[src/rtl/traffic_pkg.sv]
// Shared encodings for the intersection phase scheduler.
// Light codes, phase states and the round-robin next-approach helper.
package traffic_pkg;

    localparam logic [1:0] LIGHT_RED    = 2'b00;
    localparam logic [1:0] LIGHT_YELLOW = 2'b01;
    localparam logic [1:0] LIGHT_GREEN  = 2'b10;

    typedef enum logic [2:0] {
        G_MIN   = 3'd0,
        G_EXT   = 3'd1,
        YELLOW  = 3'd2,
        ALL_RED = 3'd3,
        WALK    = 3'd4
    } phase_t;

    // First set request scanning cur+1, cur+2, ... modulo n.
    // Scanning to cur+n lands on cur itself, so with no
    // request pending the current approach is kept.
    function automatic logic [2:0] rr_next(
        input logic [7:0]  req,
        input logic [2:0]  cur,
        input int unsigned n
    );
        logic [2:0] nxt;
        logic       hit;
        logic [2:0] idx;
        nxt = cur;
        hit = 1'b0;
        for (int unsigned k = 1; k <= 8; k++) begin
            if (k <= n) begin
                idx = 3'((32'(cur) + k) % n);
                if (!hit && req[idx]) begin
                    nxt = idx;
                    hit = 1'b1;
                end
            end
        end
        return nxt;
    endfunction

endpackage

[src/rtl/phase_timer.sv]
// Loadable down-counter shared by every timed phase.
// Ports: clk, reset (async high), load, load_val -> value, done (value==0).
module phase_timer #(
    parameter int             TW      = 8,
    parameter logic [TW-1:0]  RST_VAL = '0
) (
    input  logic          clk,
    input  logic          reset,
    input  logic          load,
    input  logic [TW-1:0] load_val,
    output logic [TW-1:0] value,
    output logic          done
);

    always_ff @(posedge clk or posedge reset) begin
        if (reset) begin
            value <= RST_VAL;
        end else if (load) begin
            value <= load_val;
        end else if (value != '0) begin
            value <= value - TW'(1);
        end
    end

    assign done = (value == '0);

endmodule

[src/rtl/intersection_phase_scheduler.sv]
// Round-robin green scheduler for N_APPR approaches; approach 0 is the rest road.
// Ports: clk, reset (async high), sensor[N] -> lights[2N], cur_phase, phase_st;
// with PED_WALK_EN defined also ped_req -> ped_walk (walk phase after all-red).
module intersection_phase_scheduler
    import traffic_pkg::*;
#(
    parameter int N_APPR    = 4,
    parameter int TW        = 8,
    parameter int MIN_GREEN = 4,
    parameter int MAX_GREEN = 10,
    parameter int YELLOW_T  = 2,
    parameter int ALL_RED_T = 1,
    parameter int WALK_T    = 6,
    localparam int PW       = (N_APPR > 1) ? $clog2(N_APPR) : 1
) (
    input  logic              clk,
    input  logic              reset,
    input  logic [N_APPR-1:0] sensor,
    output logic [2*N_APPR-1:0] lights,
    output logic [PW-1:0]     cur_phase,
    output logic [2:0]        phase_st
`ifdef PED_WALK_EN
    ,
    input  logic              ped_req,
    output logic              ped_walk
`endif
);

    localparam logic [TW-1:0] T_MIN  = TW'(MIN_GREEN - 1);
    localparam logic [TW-1:0] T_MAX  = TW'(MAX_GREEN - 1);
    localparam logic [TW-1:0] T_YEL  = TW'(YELLOW_T - 1);
    localparam logic [TW-1:0] T_AR   = TW'(ALL_RED_T - 1);
    localparam logic [TW-1:0] T_WALK = TW'(WALK_T - 1);
    localparam logic [2*N_APPR-1:0] LIGHTS_RST = (2*N_APPR)'(LIGHT_GREEN);

    phase_t              state, state_n;
    logic [PW-1:0]       cur, cur_n;
    logic [N_APPR-1:0]   req, req_n;
    logic [TW-1:0]       gcnt, gcnt_n;
    logic [2*N_APPR-1:0] lights_n;
    logic                load;
    logic [TW-1:0]       load_val;
    logic [TW-1:0]       tval;
    logic                tdone;
    logic                green, conflict, gexit, entering;
`ifdef PED_WALK_EN
    logic                ped_lat, ped_lat_n;
    logic                ped_served, ped_served_n;
    logic                ped_walk_n;
`endif

    phase_timer #(
        .TW      (TW),
        .RST_VAL (T_MIN)
    ) u_timer (
        .clk      (clk),
        .reset    (reset),
        .load     (load),
        .load_val (load_val),
        .value    (tval),
        .done     (tdone)
    );

    always_ff @(posedge clk or posedge reset) begin
        if (reset) begin
            state  <= G_MIN;
            cur    <= '0;
            req    <= '0;
            gcnt   <= '0;
            lights <= LIGHTS_RST;
        end else begin
            state  <= state_n;
            cur    <= cur_n;
            req    <= req_n;
            gcnt   <= gcnt_n;
            lights <= lights_n;
        end
    end

`ifdef PED_WALK_EN
    always_ff @(posedge clk or posedge reset) begin
        if (reset) begin
            ped_lat    <= 1'b0;
            ped_served <= 1'b0;
            ped_walk   <= 1'b0;
        end else begin
            ped_lat    <= ped_lat_n;
            ped_served <= ped_served_n;
            ped_walk   <= ped_walk_n;
        end
    end
`endif

    always_comb begin
        state_n  = state;
        cur_n    = cur;
        green    = (state == G_MIN) || (state == G_EXT);
        conflict = |req;
`ifdef PED_WALK_EN
        conflict = conflict | ped_lat;
`endif
        // gcnt counts green cycles already completed, so the
        // current cycle is green cycle gcnt+1.
        gexit = conflict && (!sensor[cur] || (gcnt >= T_MAX));

        unique case (state)
            G_MIN: begin
                // The extension check is folded into the last
                // minimum-green cycle so yellow follows without a gap.
                if (tdone) begin
                    state_n = gexit ? YELLOW : G_EXT;
                end
            end
            G_EXT: begin
                if (gexit) begin
                    state_n = YELLOW;
                end
            end
            YELLOW: begin
                if (tdone) begin
                    state_n = ALL_RED;
                end
            end
            ALL_RED: begin
                if (tdone) begin
`ifdef PED_WALK_EN
                    if (ped_lat && !ped_served) begin
                        state_n = WALK;
                    end else begin
                        state_n = G_MIN;
                        cur_n   = PW'(rr_next(8'(req), 3'(cur), N_APPR));
                    end
`else
                    state_n = G_MIN;
                    cur_n   = PW'(rr_next(8'(req), 3'(cur), N_APPR));
`endif
                end
            end
            WALK: begin
                if (tdone) begin
                    state_n = ALL_RED;
                end
            end
            default: begin
                state_n = G_MIN;
            end
        endcase

        entering = (state_n == G_MIN) && (state != G_MIN);
        load     = (state_n != state);

        unique case (state_n)
            G_MIN:   load_val = T_MIN;
            YELLOW:  load_val = T_YEL;
            ALL_RED: load_val = T_AR;
            WALK:    load_val = T_WALK;
            default: load_val = '0;
        endcase

        if (entering) begin
            gcnt_n = '0;
        end else if (green && (gcnt != '1)) begin
            gcnt_n = gcnt + TW'(1);
        end else begin
            gcnt_n = gcnt;
        end

        req_n    = req;
        lights_n = '0;
        for (int i = 0; i < N_APPR; i++) begin
            if (entering && (cur_n == PW'(i))) begin
                req_n[i] = 1'b0;
            end else if (sensor[i] && !(green && (cur == PW'(i)))) begin
                req_n[i] = 1'b1;
            end
            if (cur_n == PW'(i)) begin
                if ((state_n == G_MIN) || (state_n == G_EXT)) begin
                    lights_n[2*i +: 2] = LIGHT_GREEN;
                end else if (state_n == YELLOW) begin
                    lights_n[2*i +: 2] = LIGHT_YELLOW;
                end
            end
        end

`ifdef PED_WALK_EN
        ped_walk_n = (state_n == WALK);
        if ((state_n == WALK) && (state != WALK)) begin
            ped_lat_n = 1'b0;
        end else begin
            ped_lat_n = ped_lat | ped_req;
        end
        // Blocks a second walk at the all-red that follows a walk.
        if (entering) begin
            ped_served_n = 1'b0;
        end else if ((state == WALK) && (state_n == ALL_RED)) begin
            ped_served_n = 1'b1;
        end else begin
            ped_served_n = ped_served;
        end
`endif
    end

    assign cur_phase = cur;
    assign phase_st  = state;

endmodule

[config.mk]
export PLATFORM = sky130hd
export DESIGN_NAME = intersection_phase_scheduler
export DESIGN_NICKNAME = d
export VERILOG_FILES = /design/src/rtl/traffic_pkg.sv /design/src/rtl/phase_timer.sv /design/src/rtl/intersection_phase_scheduler.sv
export SDC_FILE = /design/constraint.sdc
export NUM_CORES = 1
export LEC_CHECK = 0
export CORE_MARGIN = 3
export CORE_UTILIZATION = 35
export CTS_BUF_LIST = sky130_fd_sc_hd__clkbuf_8
export CTS_CLUSTER_SIZE = 14
export DETAILED_ROUTE_END_ITERATION = 7
export PLACE_DENSITY = 0.52
export SLEW_MARGIN = 40
export SYNTH_ARGS = -nofsm -noshare
export SYNTH_HDL_FRONTEND = slang
export SYNTH_SLANG_ARGS = --single-unit
[constraint.sdc]
create_clock -name clk -period 4.7 [get_ports clk]
set_input_delay 0.94 -clock clk [delete_from_list [all_inputs] [get_ports clk]]
set_output_delay 0.94 -clock clk [all_outputs]
set_load 0.02 [all_outputs]
==> flow_summary.ini, run 1 <==
[place]
preCtsSetupSlack_ns = 1.72
portBuffers = 18
dp_hpwl_um = 2780
gp_congestion = 0.841

[routing]
drc = 0
vias = 1480
wire_per_inst_um = 14.0
drt_iter0_drc = 98
firstDrtPassIters = 4
drt_wl_total_um = 4010
via_per_inst = 5.16
antenna_left = 0

[clocking]
cts_hold_buffers = 0
post-cts-setup-buffers = 0
cts_buffers = 5
cts_tree = yes
clock-sinks = 33
clk_latency_ns = 0.29
cts_root_buf = clkbuf_8
clock_path_buffers = 2
clk_pin_slew_ns = 0.07
htreeDepth = 2
ctsResizeCount = 0

[timing]
worst_slack_ns = 1.86
maxClockFrequency_ghz = 0.352
period_needed_ns = 2.84
fin_crit_sh_pct = 60.5
final_hold_viol_count = 0
rsz0062_at_grt = no
finalSetupViolations = 0
setup_tns_ns = 0
fin_skew_ns = 0.00720
tightest_slew_ns = 0.657
slew_violations = 0
slew_headroom_pct = 56.2

[global_routing]
grtUsageTotal_pct = 13.7
grt_pass1_wl_um = 6890
grt_pass1_vias = 1426
grt_max_degree = 34
grt_antenna_before_repair = 0
grt-ovfl-total = 0

[power_and_ir_drop]
pwr-share-comb_pct = 46.6
irDropWorstVdd_mv = 0.186
p_switching_uw = 556
total_power_uw = 1320
internal_power_uw = 762
power.share.clock_pct = 15.8
pwr_density_cell_nw_per_um2 = 587
seqPwrFrac_pct = 37.6
leakage_uw = 0.000944
switching_share_pct = 42.2

[finish]
final_util_pct = 42.9
areaGrowthSynthToFinish_pct = 15.0
drive_gt1_share_pct = 11.5
num_antenna_cells = 0
layout.nets = 231

[logic_synthesis]
synth_ff_type = dfrtp_1
synth_cells = 201
syn_area_sq_um = 1950
synth_fp_nets = 216
ys_types = 50
synth_edf_count = 0
yosysSeqAreaShare_pct = 42.5
ys_ff_latch = 33
async_reset_ff_share_pct = 100
synth.avg_cell_area_sq_um = 9.71
ys.warnings.count = 0

[run]
max-cap-violations = 0

[die]
dieArea_sq_um = 6510
die_h_um = 80.7
num_rows = 26
start_util_pct = 37.3
die_w_um = 80.7
ios = 19
core_sq_um = 5240

[setup_path]
crit-reg2reg-launch = cur_phase[0]
critPathLaunchType = register
crit_path_end = req[2]
rrSetupSlack_ns = 1.86
r2r-end = req[2]
critPathKind = register to register
required_ns = 4.83
crit_fanout = 20
cp-end-kind = register
worst-endpoint-arrival_ns = 2.97
reg2regPathDepth = 9
startpoint = cur_phase[0]

[hold_path]
min_path_type = register to register

[run_status]
status = completed
[worst max-delay path, stage by stage (launching register included)]
cell,delay (ns)
dfrtp_1,0.76
inv_1,0.20
ha_1,0.48
mux4_2,0.34
clkinv_1,0.07
nor2_1,0.05
a22o_1,0.23
a41o_2,0.31
inv_2,0.14
a31oi_1,0.10
[power groups by stage]
stage | clock network, uW | registers (uW) | logic, uW
3_3_place_gp | 0 | 493 | 603
4_1_cts | 217 | 496 | 619
5_1_grt | 230 | 512 | 687
2_1_floorplan | 0 | 488 | 476
6_report | 208 | 495 | 615
3_5_place_dp | 0 | 501 | 617
[cell type report]
cell class              instances  area [sq um]
multi-input cells             144          1000
well taps                      70          87.6
inverters                      13          48.8
fillers                       525          2990
repair buffers                 19           188
clock buffers                   5          68.8
flip-flops and latches         33           830
clock inverters                 3          17.5
[worst min-delay path by stage]
stage / from / end / slack [ns] / cells past startpoint
finish: u_timer.value[1] / u_timer.value[1] / 0.56 / 2
global route: u_timer.value[1] / u_timer.value[1] / 0.58 / 2
CTS: u_timer.value[1] / u_timer.value[1] / 0.56 / 2
detailed placement: u_timer.value[7] / u_timer.value[7] / 0.54 / 2
global placement: u_timer.value[7] / u_timer.value[7] / 0.53 / 2
floorplan: u_timer.value[7] / u_timer.value[7] / 0.51 / 2
[Yosys cell counts, types with 2 or more instances]
| library cell | n | area, sq um |
|---|---|---|
| dfstp_2 | 3 | 78.8 |
| nor2_1 | 22 | 82.6 |
| mux2i_1 | 3 | 30.0 |
| or3_1 | 2 | 12.5 |
| nor3_1 | 10 | 50.1 |
| a211oi_1 | 2 | 15.0 |
| a31oi_1 | 5 | 31.3 |
| and3_1 | 2 | 12.5 |
| xnor2_1 | 7 | 61.3 |
| buf_6 | 2 | 22.5 |
| nor3b_1 | 2 | 15.0 |
| nand4_1 | 3 | 18.8 |
| mux4_2 | 3 | 67.6 |
| inv_2 | 2 | 7.51 |
| o21ai_0 | 5 | 25.0 |
| and4b_1 | 2 | 20.0 |
| a22o_1 | 2 | 17.5 |
| inv_1 | 10 | 37.5 |
| a21o_1 | 2 | 15.0 |
| nand3_1 | 2 | 10.0 |
| nand2_1 | 19 | 71.3 |
| buf_2 | 7 | 35.0 |
| nor4_1 | 4 | 25.0 |
| xor2_1 | 5 | 43.8 |
| ha_1 | 9 | 113 |
| a21oi_1 | 13 | 65.1 |
| dfrtp_1 | 30 | 751 |
[cell families (layout without fill, tap and decap cells)]
group,count (synthesis),in the layout,synth area share [%]
and+or+nand+nor,77,77,20.5
AOI/OAI and AO/OA,39,39,14.2
DFF,33,33,42.5
buffers and inverters,24,40,6.03
xor gates and xnor gates,12,12,5.38
adders and majority gates,9,9,5.77
muxes,7,7,5.58
[layout by cell type (no fill, tap or decap), types with 2 or more instances in the layout]
cell type         n
a211oi_1          2
a21o_1            2
a21oi_1          13
a22o_1            2
a31oi_1           5
and3_1            2
and4b_1           2
clkbuf_8          5
clkdlybuf4s50_1  18
clkinv_2          2
dfrtp_1          30
dfstp_2           3
ha_1              9
inv_1            10
inv_2             2
mux2i_1           3
mux4_2            3
nand2_1          19
nand3_1           2
nand4_1           3
nor2_1           22
nor3_1           10
nor3b_1           2
nor4_1            4
o21ai_0           5
or3_1             2
xnor2_1           7
xor2_1            5
[sequential cells by signal (all words and copies together) (netlist names)]
| name | count |
|---|---|
| cur_phase | 2 |
| phase_st | 3 |
| lights | 8 |
| req | 4 |
| gcnt | 8 |
| u_timer.value | 8 |
[per-stage QoR]
stage / hold WS [ns] / area, sq um / std cells
3_5_place_dp: 0.544 / 2160 / 279
5_1_grt: 0.578 / 2240 / 287
4_1_cts: 0.559 / 2240 / 287
6_report: 0.556 / 2240 / 287
3_3_place_gp: 0.531 / 2160 / 279
2_1_floorplan: 0.510 / 1950 / 201
[metal layers]
| metal | share of wire [%] | vias up | routed length [um] | global-route usage, % |
|---|---|---|---|---|
| met4 | 1.5 | 0 | 59 | 4.56 |
| met2 | 47 | 20 | 1900 | 22.0 |
| met5 | 0 | - | 0 | 0 |
| met1 | 47 | 719 | 1890 | 17.7 |
| li1 | - | 735 | - | - |
| met3 | 3.9 | 6 | 155 | 3.92 |
(Power assumes the default switching activity.)
==> inputs of run 2 (changes only) <==
Settings changed: PLACE_DENSITY 0.52 to 0.54.
Clock period 4.7 ns to 2.51 ns, I/O delays scaled along.
==> flow_summary.ini, run 2 (synthesized netlist as in run 1, its figures left out) <==
[run_status]
status = completed

[timing]
maxClockFrequency_ghz = 0.455
finalSetupViolations = 0
final_hold_viol_count = 0
period_needed_ns = 2.20
setup_tns_ns = 0
slew_headroom_pct = 67.7
tightest_slew_ns = 0.480
hold_slack_ns = 0.548
slew_violations = 0
worst_slack_ns = 0.310
fin_crit_sh_pct = 87.7
fin_skew_ns = 0.00472
rsz0062_at_grt = no

[die]
start_util_pct = 37.3
die_h_um = 80.7
dieArea_sq_um = 6510
core_sq_um = 5240
ios = 19
die_w_um = 80.7
num_rows = 26

[routing]
drc = 0
drt_wl_total_um = 3880
drt_iter0_drc = 106
firstDrtPassIters = 4
antenna_left = 0
via_per_inst = 4.93
wire_per_inst_um = 13.1
vias = 1453

[power_and_ir_drop]
pwr_density_cell_nw_per_um2 = 1150
irDropWorstVdd_mv = 0.556
total_power_uw = 2700
power.share.clock_pct = 21.8
internal_power_uw = 1680
pwr-share-comb_pct = 46.8
seqPwrFrac_pct = 31.4
leakage_uw = 0.00101
p_switching_uw = 1030
switching_share_pct = 38.0

[global_routing]
grt-ovfl-total = 0
grtUsageTotal_pct = 13.4
grt_max_degree = 34
grt_pass1_vias = 1391
grt_antenna_before_repair = 0
grt_pass1_wl_um = 6740

[clocking]
clock-sinks = 33
clk_latency_ns = 0.28
ctsResizeCount = 0
cts_tree = yes
cts_hold_buffers = 0
clk_pin_slew_ns = 0.07
cts_buffers = 5
clock_path_buffers = 2
post-cts-setup-buffers = 0
cts_root_buf = clkbuf_8
htreeDepth = 2

[setup_path]
slowest_delay_ns = 0.42
critPathKind = register to register
worst-endpoint-arrival_ns = 2.35
cp_top_family = compound AO/OA/AOI/OAI gates
critPathSlowestCell = ha_1
cp-end-kind = register
r2r-end = req[3]
rrSetupSlack_ns = 0.31
required_ns = 2.66
crit_fanout = 7
crit_path_cell_trace = inv_1 -> ha_1 -> mux4_2 -> clkinv_1 -> nor2_1 -> a22o_1 -> a41o_2 -> inv_2 -> a31oi_1
critPathLaunchType = register
crit-reg2reg-launch = cur_phase[0]
reg2regPathDepth = 9
worst-path-buf-inv = 3

[place]
portBuffers = 18
dp_hpwl_um = 2730
preCtsSetupSlack_ns = 0.128
gp_congestion = 0.739

[finish]
num_antenna_cells = 0
layout.nets = 239
largestRegisters = gcnt (8), lights (8), u_timer.value (8)
final_util_pct = 44.9
areaGrowthSynthToFinish_pct = 20.5
nFillCells = 481
drive_gt1_share_pct = 14.7
mostFrequentLayoutCell = dfrtp_1
final_cell_mix = dfrtp_1 (30), nor2_1 (22), nand2_1 (19), clkdlybuf4s50_1 (18), a21oi_1 (13)

[hold_path]
hold_depth = 2
holdCritStartpoint = u_timer.value[7]
min_delay_worst_endpoint = u_timer.value[7]
min_path_type = register to register

[run]
max-cap-violations = 0
## run 2: cell types whose count changed in the layout (fill, tap and decap cells not counted)
cell / before / now
buf_4: 1 / 9
bufinv_16: 0 / 2
clkinv_2: 2 / 1
clkinvlp_4: 1 / 0
## run 2: final cells by class
| class | count | area, sq um | area share (%) |
|---|---|---|---|
| multi-input combinational | 144 | 1000 | 42.7 |
| clock inverter | 3 | 65.1 | 2.77 |
| inverter | 13 | 48.8 | 2.07 |
| timing repair buffer | 27 | 248 | 10.5 |
| sequential | 33 | 830 | 35.3 |
| tap | 70 | 87.6 | 3.72 |
| clock buffer | 5 | 68.8 | 2.93 |
## run 2: worst max path at each step
stage / slack [ns] / endpoint / depth (start not counted) / from
3_3_place_gp: 0.14 / u_timer.value[2] / 7 / sensor[3]
4_1_cts: 0.31 / req[3] / 9 / cur_phase[0]
2_1_floorplan: 0.16 / req[3] / 11 / cur_phase[0]
5_1_grt: 0.14 / req[3] / 9 / cur_phase[0]
6_report: 0.31 / req[3] / 9 / cur_phase[0]
3_5_place_dp: 0.13 / u_timer.value[2] / 7 / sensor[3]
## run 2: worst reg2reg max path, delay by kind of cell (launching register included)
kind	cells	cell delay (ns)
flops	1	0.35
simple gates	1	0.06
mux	1	0.34
compound gates	3	0.64
buf+inv	3	0.27
fa+ha+maj	1	0.42
## run 2: power by group through the flow
stage | registers, uW | clock network [uW] | logic [uW]
floorplan | 914 | 0 | 891
global placement | 861 | 0 | 1280
detailed placement | 858 | 0 | 1280
CTS | 851 | 607 | 1280
global route | 875 | 630 | 1420
finish | 849 | 588 | 1270
## run 2: routing by layer
| layer | GRT usage, % | vias to the layer above | part of all wire, % |
|---|---|---|---|
| met5 | 0 | - | 0 |
| met4 | 4.05 | 0 | 0.39 |
| met1 | 18.5 | 670 | 49 |
| met2 | 20.5 | 26 | 47 |
| met3 | 3.36 | 2 | 3.7 |
| li1 | - | 755 | - |
## run 2: per-stage QoR
stage | instances | instance area [sq um]
global route | 295 | 2350
CTS | 295 | 2350
detailed placement | 287 | 2220
global placement | 287 | 2220
finish | 295 | 2350
floorplan | 201 | 1950
==> inputs of run 3 (changes only) <==
Settings changed: CTS_BUF_LIST sky130_fd_sc_hd__clkbuf_8 to sky130_fd_sc_hd__clkbuf_2.
==> flow_summary.ini, run 3 (synthesized netlist as in run 1, its figures left out) <==
[run_status]
status = completed

[routing]
wire_per_inst_um = 13.0
via_per_inst = 4.90
firstDrtPassIters = 4
wl_met2_um = 1790
drt_wl_total_um = 3850
routed.top_layer = met4
drt_iter0_drc = 116
met3_length_um = 128
antenna_left = 0
drt-met1-wl_um = 1910
drc = 0
vias = 1445

[clocking]
clk_latency_ns = 0.36
clock_path_buffers = 2
clk_pin_slew_ns = 0.18
clock-sinks = 33
post-cts-setup-buffers = 0
cts_hold_buffers = 0
cts_buffers = 5
ctsResizeCount = 0
cts_tree = yes
cts_root_buf = clkbuf_2
htreeDepth = 2

[place]
preCtsSetupSlack_ns = 0.128
portBuffers = 18
dpl_cell_area_sq_um = 2220
gp_congestion = 0.739
dp_hpwl_um = 2730

[die]
start_util_pct = 37.3
die_h_um = 80.7
num_rows = 26
die_w_um = 80.7
ios = 19
dieArea_sq_um = 6510
core_sq_um = 5240

[setup_path]
cp_top_family = compound AO/OA/AOI/OAI gates
worst-endpoint-arrival_ns = 2.46
crit_path_cell_trace = inv_1 -> ha_1 -> mux4_2 -> clkinv_1 -> nor2_1 -> a22o_1 -> a41o_2 -> inv_2 -> a31oi_1
crit_fanout = 7
critPathSlowestCell = ha_1
cp-end-kind = register
critPathKind = register to register
critPathLaunchType = register
worst-path-buf-inv = 3
required_ns = 2.76
slowest_delay_ns = 0.42
rrSetupSlack_ns = 0.30

[global_routing]
grt-ovfl-total = 0
grtUsageTotal_pct = 13.3
grt_pass1_vias = 1396
grt_max_degree = 34
grt_antenna_before_repair = 0
grt_pass1_wl_um = 6730

[finish]
final_cell_mix = dfrtp_1 (30), nor2_1 (22), nand2_1 (19), clkdlybuf4s50_1 (18), a21oi_1 (13)
nFillCells = 484
drive_gt1_share_pct = 14.7
mostFrequentLayoutCell = dfrtp_1
fin_area_sq_um = 2310
layout.nets = 239
largestRegisters = gcnt (8), lights (8), u_timer.value (8)
final_util_pct = 44.1
areaGrowthSynthToFinish_pct = 18.3
num_antenna_cells = 0

[timing]
period_needed_ns = 2.21
fin_crit_sh_pct = 88.0
worst_slack_ns = 0.300
tightest_slew_ns = 0.481
final_hold_viol_count = 0
rsz0062_at_grt = no
finalSetupViolations = 0
slew_violations = 0
setup_tns_ns = 0
fin_skew_ns = 0.00922
maxClockFrequency_ghz = 0.453
slew_headroom_pct = 67.7

[power_and_ir_drop]
power.share.clock_pct = 17.5
leakage_uw = 0.000993
internal_power_uw = 1550
p_switching_uw = 1020
pwr_density_cell_nw_per_um2 = 1110
irDropWorstVdd_mv = 0.533
switching_share_pct = 39.7
pwr-share-comb_pct = 49.4
seqPwrFrac_pct = 33.0

[run]
max-cap-violations = 0

[hold_path]
min_path_type = primary input to async pin
==> run 3: cell count changes in the layout (fill, tap and decap cells not counted) <==
cell and change:
clkbuf_8 -5, clkbuf_2 +5
==> run 3: layout make-up <==
cell class / instances / area, sq um / area share (%)
multi-input cells: 144 / 1000 / 43.5
flip-flops and latches: 33 / 830 / 35.9
repair buffers: 27 / 248 / 10.7
well taps: 70 / 87.6 / 3.79
clock inverters: 3 / 65.1 / 2.82
inverters: 13 / 48.8 / 2.11
clock buffers: 5 / 25.0 / 1.08
==> run 3: power by group through the flow <==
stage / registers (uW) / clock network (uW) / logic [uW]
finish: 847 / 450 / 1270
global route: 873 / 491 / 1420
CTS: 849 / 466 / 1280
detailed placement: 858 / 0 / 1280
global placement: 861 / 0 / 1280
floorplan: 914 / 0 / 891
==> run 3: worst paths after layout <==
kind / start / endpoint / cells after the start
setup / recovery: cur_phase[0] / req[3] / 9
hold / removal: reset / u_timer.value[3] / 3
setup reg to reg: cur_phase[0] / req[3] / 9
hold reg to reg: u_timer.value[7] / u_timer.value[7] / 2
max in group asynchronous: reset / lights[1] / 3
min in group clk: u_timer.value[7] / u_timer.value[7] / 2
==> run 3: tightest hold or removal path, cell delays in order <==
cell,delay (ns)
clkdlybuf4s50_1,0.39
inv_1,0.05
buf_4,0.36
==> run 3: metal layers <==
metal  global-route usage, %  vias to the layer above
met5                       0                        -
met4                    3.04                        0
met3                    3.36                        2
met2                    20.4                       20
met1                    18.7                      667
li1                        -                      756
==> run 3: stage by stage <==
| stage | hold slack, ns | cells | total power, uW |
|---|---|---|---|
| after floorplan | 0.510 | 201 | 1810 |
| after global placement | 0.533 | 287 | 2140 |
| after detailed placement | 0.537 | 287 | 2140 |
| after CTS | 0.483 | 295 | 2600 |
| after global routing | 0.532 | 295 | 2790 |
| final | 0.493 | 295 | 2560 |
